## config.mk

```make
export PLATFORM = sky130hd
export DESIGN_NAME = snoop_resp_ctrl_md
export DESIGN_NICKNAME = d
export VERILOG_FILES = /design/src/rtl/mesi_pkg.sv /design/src/rtl/prio_enc_md.sv /design/src/rtl/snoop_resp_ctrl_md.sv
export SDC_FILE = /design/constraint.sdc
export NUM_CORES = 1
export LEC_CHECK = 0
export CELL_PAD_IN_SITES_DETAIL_PLACEMENT = 0
export CELL_PAD_IN_SITES_GLOBAL_PLACEMENT = 2
export CORE_ASPECT_RATIO = 0.9
export CORE_MARGIN = 2
export CORE_UTILIZATION = 24
export CTS_CLUSTER_SIZE = 30
export DETAILED_ROUTE_END_ITERATION = 16
export HOLD_SLACK_MARGIN = 0.05
export PLACE_DENSITY = 0.79
export SLEW_MARGIN = 40
export SYNTH_ARGS = -nofsm -noshare
export SYNTH_HDL_FRONTEND = slang
export SYNTH_SLANG_ARGS = --single-unit
```

## constraint.sdc

```tcl
create_clock -name clk -period 2 [get_ports clk]
set_input_delay 0.2 -clock clk [delete_from_list [all_inputs] [get_ports clk]]
set_output_delay 0.2 -clock clk [all_outputs]
set_load 0.05 [all_outputs]
```

## src/rtl/mesi_pkg.sv

```systemverilog
// Shared MESI and snoop-FSM types for the snoop response controller and
// the processor-side hit path.
package mesi_pkg;

    typedef enum logic [1:0] {
        I = 2'd0,
        S = 2'd1,
        E = 2'd2,
        M = 2'd3
    } mesi_t;

    typedef enum logic [2:0] {
        ST_IDLE   = 3'd0,
        ST_READ   = 3'd1,
        ST_DATA   = 3'd2,
        ST_FLUSH  = 3'd3,
        ST_UPDATE = 3'd4
    } snoop_state_t;

endpackage

```

## src/rtl/prio_enc_md.sv

```systemverilog
// Lowest-set-bit encoder with any-hit and multi-hit flags.
module prio_enc_md #(
    parameter int N = 4,
    parameter int W = 2
) (
    input  logic [N-1:0] vec_i,
    output logic [W-1:0] idx_o,
    output logic         any_o,
    output logic         multi_o
);

    // Scan from the top down so the lowest set bit is the last one written.
    always_comb begin
        idx_o = '0;
        for (int i = N - 1; i >= 0; i--) begin
            idx_o = vec_i[i] ? W'(i) : idx_o;
        end
    end

    assign any_o   = |vec_i;
    assign multi_o = |(vec_i & (vec_i - N'(1)));

endmodule

```

## src/rtl/snoop_resp_ctrl_md.sv

```systemverilog
// Snoop response controller: answers BusRd/BusRdX, flushes Modified lines
// and writes the downgraded MESI state back to the tag/state array.
module snoop_resp_ctrl_md
    import mesi_pkg::*;
#(
    parameter int ASSOC     = 4,
    parameter int ASSOC_WID = 2,
    parameter int MESI_WID  = 2,
    parameter int DATA_WID  = 32,
    parameter int FLUSH_TO  = 15
) (
    input  logic                      clk,
    input  logic                      rst_n,
    input  logic                      bus_rd,
    input  logic                      bus_rdx,
    input  logic [ASSOC-1:0]          access_blk_snoop,
    input  logic [ASSOC*MESI_WID-1:0] cache_snoop_mesi,
    input  logic [DATA_WID-1:0]       snoop_data_in,
    input  logic                      flush_ack,
    output logic                      snoop_busy,
    output logic                      shared,
    output logic                      snoop_rd_en,
    output logic [ASSOC_WID-1:0]      snoop_way,
    output logic                      bus_flush_req,
    output logic [DATA_WID-1:0]       flush_data,
    output logic                      mesi_wr_en,
    output logic [MESI_WID-1:0]       mesi_wr_state,
    output logic                      snoop_done,
    output logic                      snoop_err
);

    localparam int CNT_WID = $clog2(FLUSH_TO + 1);

    snoop_state_t          state_q, state_d;
    logic                  op_rdx_q, op_rdx_d;
    logic [ASSOC_WID-1:0]  way_q, way_d;
    logic [CNT_WID-1:0]    cnt_q, cnt_d;
    logic                  err_q, err_d;
    logic [DATA_WID-1:0]   flush_data_q, flush_data_d;

    logic [ASSOC_WID-1:0]  hit_way_s;
    logic                  hit_any_s;
    logic                  hit_multi_s;
    mesi_t                 hit_mesi_s;

    prio_enc_md #(
        .N (ASSOC),
        .W (ASSOC_WID)
    ) u_prio_enc (
        .vec_i   (access_blk_snoop),
        .idx_o   (hit_way_s),
        .any_o   (hit_any_s),
        .multi_o (hit_multi_s)
    );

    assign hit_mesi_s = mesi_t'(cache_snoop_mesi[hit_way_s*MESI_WID +: MESI_WID]);

    // Next-state logic; the transaction path is fixed at acceptance time.
    always_comb begin
        state_d      = state_q;
        op_rdx_d     = op_rdx_q;
        way_d        = way_q;
        cnt_d        = cnt_q;
        err_d        = 1'b0;
        flush_data_d = flush_data_q;
        case (state_q)
            ST_IDLE: begin
                if ((bus_rd || bus_rdx) && hit_any_s) begin
                    op_rdx_d = bus_rdx;
                    way_d    = hit_way_s;
                    err_d    = hit_multi_s;
                    state_d  = (hit_mesi_s == M) ? ST_READ : ST_UPDATE;
                end else begin
                    state_d  = ST_IDLE;
                end
            end
            ST_READ: begin
                state_d = ST_DATA;
            end
            ST_DATA: begin
                flush_data_d = snoop_data_in;
                cnt_d        = CNT_WID'(FLUSH_TO);
                state_d      = ST_FLUSH;
            end
            ST_FLUSH: begin
                // Ack wins over a timeout landing in the same cycle.
                if (flush_ack) begin
                    state_d = ST_UPDATE;
                end else if (cnt_q <= CNT_WID'(1)) begin
                    cnt_d   = '0;
                    err_d   = 1'b1;
                    state_d = ST_UPDATE;
                end else begin
                    cnt_d   = cnt_q - CNT_WID'(1);
                end
            end
            ST_UPDATE: begin
                state_d = ST_IDLE;
            end
            default: begin
                state_d = ST_IDLE;
            end
        endcase
    end

    // State and transaction registers.
    always_ff @(posedge clk or negedge rst_n) begin
        if (!rst_n) begin
            state_q      <= ST_IDLE;
            op_rdx_q     <= 1'b0;
            way_q        <= '0;
            cnt_q        <= '0;
            err_q        <= 1'b0;
            flush_data_q <= '0;
        end else begin
            state_q      <= state_d;
            op_rdx_q     <= op_rdx_d;
            way_q        <= way_d;
            cnt_q        <= cnt_d;
            err_q        <= err_d;
            flush_data_q <= flush_data_d;
        end
    end

    assign snoop_busy    = (state_q != ST_IDLE);
    assign shared        = snoop_busy && !op_rdx_q;
    assign snoop_rd_en   = (state_q == ST_READ);
    assign snoop_way     = way_q;
    assign bus_flush_req = (state_q == ST_FLUSH);
    assign flush_data    = flush_data_q;
    assign mesi_wr_en    = (state_q == ST_UPDATE);
    assign snoop_done    = (state_q == ST_UPDATE);
    assign snoop_err     = err_q;
    assign mesi_wr_state = (state_q == ST_UPDATE)
                         ? (op_rdx_q ? MESI_WID'(I) : MESI_WID'(S))
                         : '0;

endmodule

```

; Word-level counts from Yosys, hierarchy flattened
; Cells that the tools add are included.
[op_classes]
mul = 0
n_eq_ne = 7
bitwise = 1
add_sub_neg = 2
reduce_logical = 11
n_mux = 18
magnitude_cmp = 1
shift = 1
div = 0
[ops]
columns = operator, n
row1 = $mux W3, 4
row2 = $pmux W3 S4, 1
row3 = $mux W2, 4
row4 = $mux W4, 2
row5 = $pmux W4 S2, 1
row6 = $reduce_or A4 Y1, 2
row7 = $shiftx A8 B4 Y2, 1
row8 = $sub A4 B1 Y4 const B, 2
row9 = $eq A3 B2 Y1 const B, 2
row10 = $mux W1, 5
row11 = $and A4 B4 Y4, 1
row12 = $le A4 B1 Y1 const B, 1
row13 = $reduce_and A2 Y1, 2
row14 = $eq A3 B1 Y1 const B, 1
row15 = $eq A3 B3 Y1 const B, 1
row16 = $logic_not A3 Y1, 1
row17 = $ne A3 B2 Y1 const B, 1
row18 = $reduce_bool A3 Y1, 1
row19 = $eq A2 B2 Y1 const B, 1
row20 = $logic_and A1 B1 Y1, 2
row21 = $ne A2 B2 Y1 const B, 1
row22 = $pmux W1 S2, 1
row23 = $reduce_bool A2 Y1, 1
row24 = $logic_not A1 Y1, 1
row25 = $logic_or A1 B1 Y1, 1
[totals]
ff_bits = 43
out_inout_bits = 43
in_bits = 49
memories = 0
rom_bits = 0
latch_bits = 0
wordCells = 47
ram_bits = 0

; Longest topological paths before layout
[logic_depth]
ltp_word = 9
depth_mapped = 6
mapped_depth_nobuf = 6

; Cells and area by module
; A second synthesis with hierarchy kept.
[hier_totals]
cells_unflattened = 208
area_unflattened_um2 = 1951.9
[modules_own_cells]
columns = mod, area_each_um2, instances, seq_area_each_um2, cells_each
row1 = snoop_resp_ctrl_md, 1904.3, 1, 1076.0, 198
row2 = prio_enc_md, 47.5, 1, 0.0, 10

; Worst setup path after synthesis
; Ideal clock, no wire load.
[synth_path]
path_type = register to output
startpoint = register state_q[1]
endpoint = output port mesi_wr_state[0]
path_buffers = 0
path_slack_ns = -0.702
stages_incl_launch_ff = 3
arrival_time_ns = 2.502
t_required_ns = 1.800
cell_sequence = dfrtp_1 nor3b_1 nor2b_1
[synth_between]
elab_chain_len = 2
[synth_lines]
columns = element, line_no
row1 = start: declaration, snoop_resp_ctrl_md.sv:34  ; snoop_state_t state_q, state_d;
row2 = start signal: assignment, snoop_resp_ctrl_md.sv:116  ; state_q <= state_d;
row3 = $eq A3 B3 Y1, --
row4 = net mesi_wr_en, snoop_resp_ctrl_md.sv:26  ; output logic mesi_wr_en,
row5 = $mux W1, snoop_resp_ctrl_md.sv:135  ; ? (op_rdx_q ? MESI_WID'(I) : MESI_WID'(S))
row6 = end: declaration, snoop_resp_ctrl_md.sv:27  ; output logic [MESI_WID-1:0] mesi_wr_state,
; The timed path passes the listed nets, and every way through them passes these cells.

; Worst setup path in the final report
[layout_path]
startpoint = register state_q[2]
endpoint = register state_q[0]
[layout_between]
elab_chain_len = 2
word_cells_on_any_way = 6
cone_classes = 4 x eq/ne / 1 x mux / 1 x reduce/logical
[layout_lines]
columns = element, line_no
row1 = "$eq A3 B2 Y1, or another cell as far along", snoop_resp_ctrl_md.sv:66  ; case (state_q)
row2 = $pmux W3 S4 or $ne A3 B2 Y1 (tied branches), --
; Several ways; a longest one is shown, not always the timed one.
; A chain may end at the register's enable or synchronous reset.

==> metrics <==
1st-iter DRT viols=37; mapped cell area=1874 um2; gr usage total=10.57%; core footprint=7545 um2; Crit Path Category=register to register; top post-synthesis cells by area=dfrtp_1 (57%), mux2_2 (19%), nor2_1 (1.4%); clock skew=0.004824 ns; critical path cell sequence=or3_4 > or3_1 > a311o_1 > nand3_1; CTS root buffer=clkbuf_8; HP Class=register to register; # H-tree levels=2; Pwr Total=5.466 mW; Die Y=87.84 um; Post-Place Cell Area=2912 um2; num rows=30; Yosys cell types=33; Syn-to-layout area delta=61.15%; hold_sp=snoop_way[1]; # port buffers=90; Met3 Wirelength=351 um; FF+latch count, synth=43; CP bufs+invs=0; commonest non-fill, non-tap cells in the layout=clkdlybuf4s50_1 (82), dfrtp_1 (43), mux2_2 (32), buf_4 (9); IO Count=92; maximum vdd ir drop=825.9 uV; Synthesized Nets=197; Clk Latency, worst-skew pair=0.28 ns; crit path time final=1.846 ns; GP Congestion=0.7548; crit path DAT=2.07 ns; Static Leakage=1.242 nW; grt total ovfl=0; Achievable Freq=541.9 MHz; r2r endpoint=state_q[0]; total CTS buffers=5; max incr delay on CP=0.50 ns; max-slew violation count=0; final design utilization=40.03%; Mean Syn Cell Area=12.84 um2; first-pass GRT wire length=7307 um; CTS max path bufs=2; Worst Path Max Fanout=8; DIE AREA=8533 um2; share of cells above drive strength 1=23.87%; Final Cell Area=3020 um2; footprint of the multi-input gates=760.7 um2; Syn Inst Count=146; endpoints failing setup=0; initial antenna violation count=0; Crit-path slowest cell=or3_1; setup_tns=0 ns; RR Startpoint=state_q[2]; Power Density=1810 nW/um2; clock sink count=43; Slew HR=62.17%; worst reg2reg path depth=4; status=finished, final reports clean; CTS tree=done; commonest non-fill, non-tap cell in the layout=clkdlybuf4s50_1; Worst Setup SP=state_q[2]; Max Cap Viol=0; vias post-DR=1476; largest net degree at the start of global routing=44; top sig layer=met4; chip width=97.15 um; placed cells=330; final count of hold timing violations=0; Seq. cell area=1076 um2; initial core utilization=24.84%; number of global-route vias before repair=1554; Worst setup EP type=register; Residual DRC=0; number of routed nets with antenna violations=0; setup repair after global routing missed its margin=false; final WL=4395 um; Avg WL per Cell=12.96 um; post-CTS setup repair buffer count=0; Reg2Reg Setup Slack=0.15 ns; crit start category=register; Worst EP required=2.23 ns; DPL Wire Length=3221 um; CTS clock-pin slew for the worst setup and hold paths=0.08 ns; fin nets=293; sequential area share after synthesis=57.41%; Filler cells=744; met1 wire length=1883 um; Tightest Pin Transition=0.5674 ns; Synth area leader=dfrtp_1; Met2 Routed Length=2143 um; worst hold stages=2; Synth top area share=57.41%; drt pass-1 iters=2; period utilization=92.28%; hold endpoint=snoop_way[1]; final cell count without fillers=339; Yosys warning total=0; antenna cells=0; CP delay by family, top=simple AND/OR/NAND/NOR gates; vias per inst=4.354
cells in the mapped netlist:
master / instances
inv_1: 3
o211a_1: 1
mux2_2: 32
nand2b_1: 2
nor3_1: 5
or3_1: 2
and4bb_2: 1
a31oi_1: 2
ha_1: 2
conb_1: 1
buf_2: 4
and3b_1: 1
nand3_1: 2
nor3b_1: 3
o41ai_1: 1
a311o_1: 1
o21a_1: 1
nor4_1: 1
nand3b_1: 1
nand4b_1: 2
or3_4: 1
dfrtp_1: 43
buf_4: 2
nor2_1: 7
o31a_1: 1
o31ai_1: 3
nor2b_1: 4
a22o_1: 1
nand2_1: 4
or2_2: 2
clkbuf_1: 1
o21ai_0: 5
a21oi_1: 4
sequential cells by signal, summed over array words and instances, names as in the netlist:
signal      count
snoop_way       2
state_q         3
flush_data     32
cnt_q           4
op_rdx_q        1
snoop_err       1
through the flow:
step / hold slack, ns / setup slack [ns]
finish: 0.4823 / 0.1545
global route: 0.5146 / 0.05063
CTS: 0.4923 / 0.1501
detailed placement: 0.3267 / 0.1744
global placement: 0.3253 / 0.1850
floorplan: -0.09559 / 0.04366
how the worst max path moves through the flow:
stage / end / depth (start not counted)
3_3_place_gp: state_q[0] / 4
3_5_place_dp: state_q[0] / 4
4_1_cts: state_q[0] / 4
5_1_grt: state_q[0] / 4
6_report: state_q[0] / 4
2_1_floorplan: mesi_wr_state[0] / 2
cell families after synthesis:
family / count (synthesis) / share of synthesized area, %
compound gates: 20 / 7.143
other cells: 1 / 0.2001
mux: 32 / 19.23
buf+inv: 10 / 2.670
flops: 43 / 57.41
simple gates: 38 / 12.02
fa+ha+maj: 2 / 1.335
metal layers:
metal | vias up | global-route usage (%)
met5 | - | 0
met4 | 0 | 2.305
met3 | 2 | 4.150
met1 | 719 | 12.99
met2 | 41 | 17.87
li1 | 714 | -
power breakdown:
part | leakage, nW | internal (mW) | switching, mW | total, mW
logic | 0.687 | 1.30 | 2.06 | 3.36
registers | 0.503 | 1.28 | 0.228 | 1.51
clock network | 0.0515 | 0.315 | 0.283 | 0.598
total | 1.24 | 2.90 | 2.57 | 5.47
worst min-delay path: stages (launching register included):
cell and delay (ns):
dfrtp_1 0.34, nand2_1 0.05, o41ai_1 0.06
final cells by class:
class                           count  share of cell area, %
Tap cell                           96                  3.977
Inverter                            3                 0.3728
Timing Repair Buffer               96                  31.52
Multi-Input combinational cell     93                  25.19
Sequential cell                    43                  35.63
Clock buffer                        8                  3.314
timing repair:
item / 4_1_cts / 5_1_grt
hold buffers: 1 / 0
resized for setup: 1 / 0
hold endpoints to repair: 43 / 0
setup endpoints to repair: 1 / 0
No activity file was read; power rests on OpenSTA's default activity.
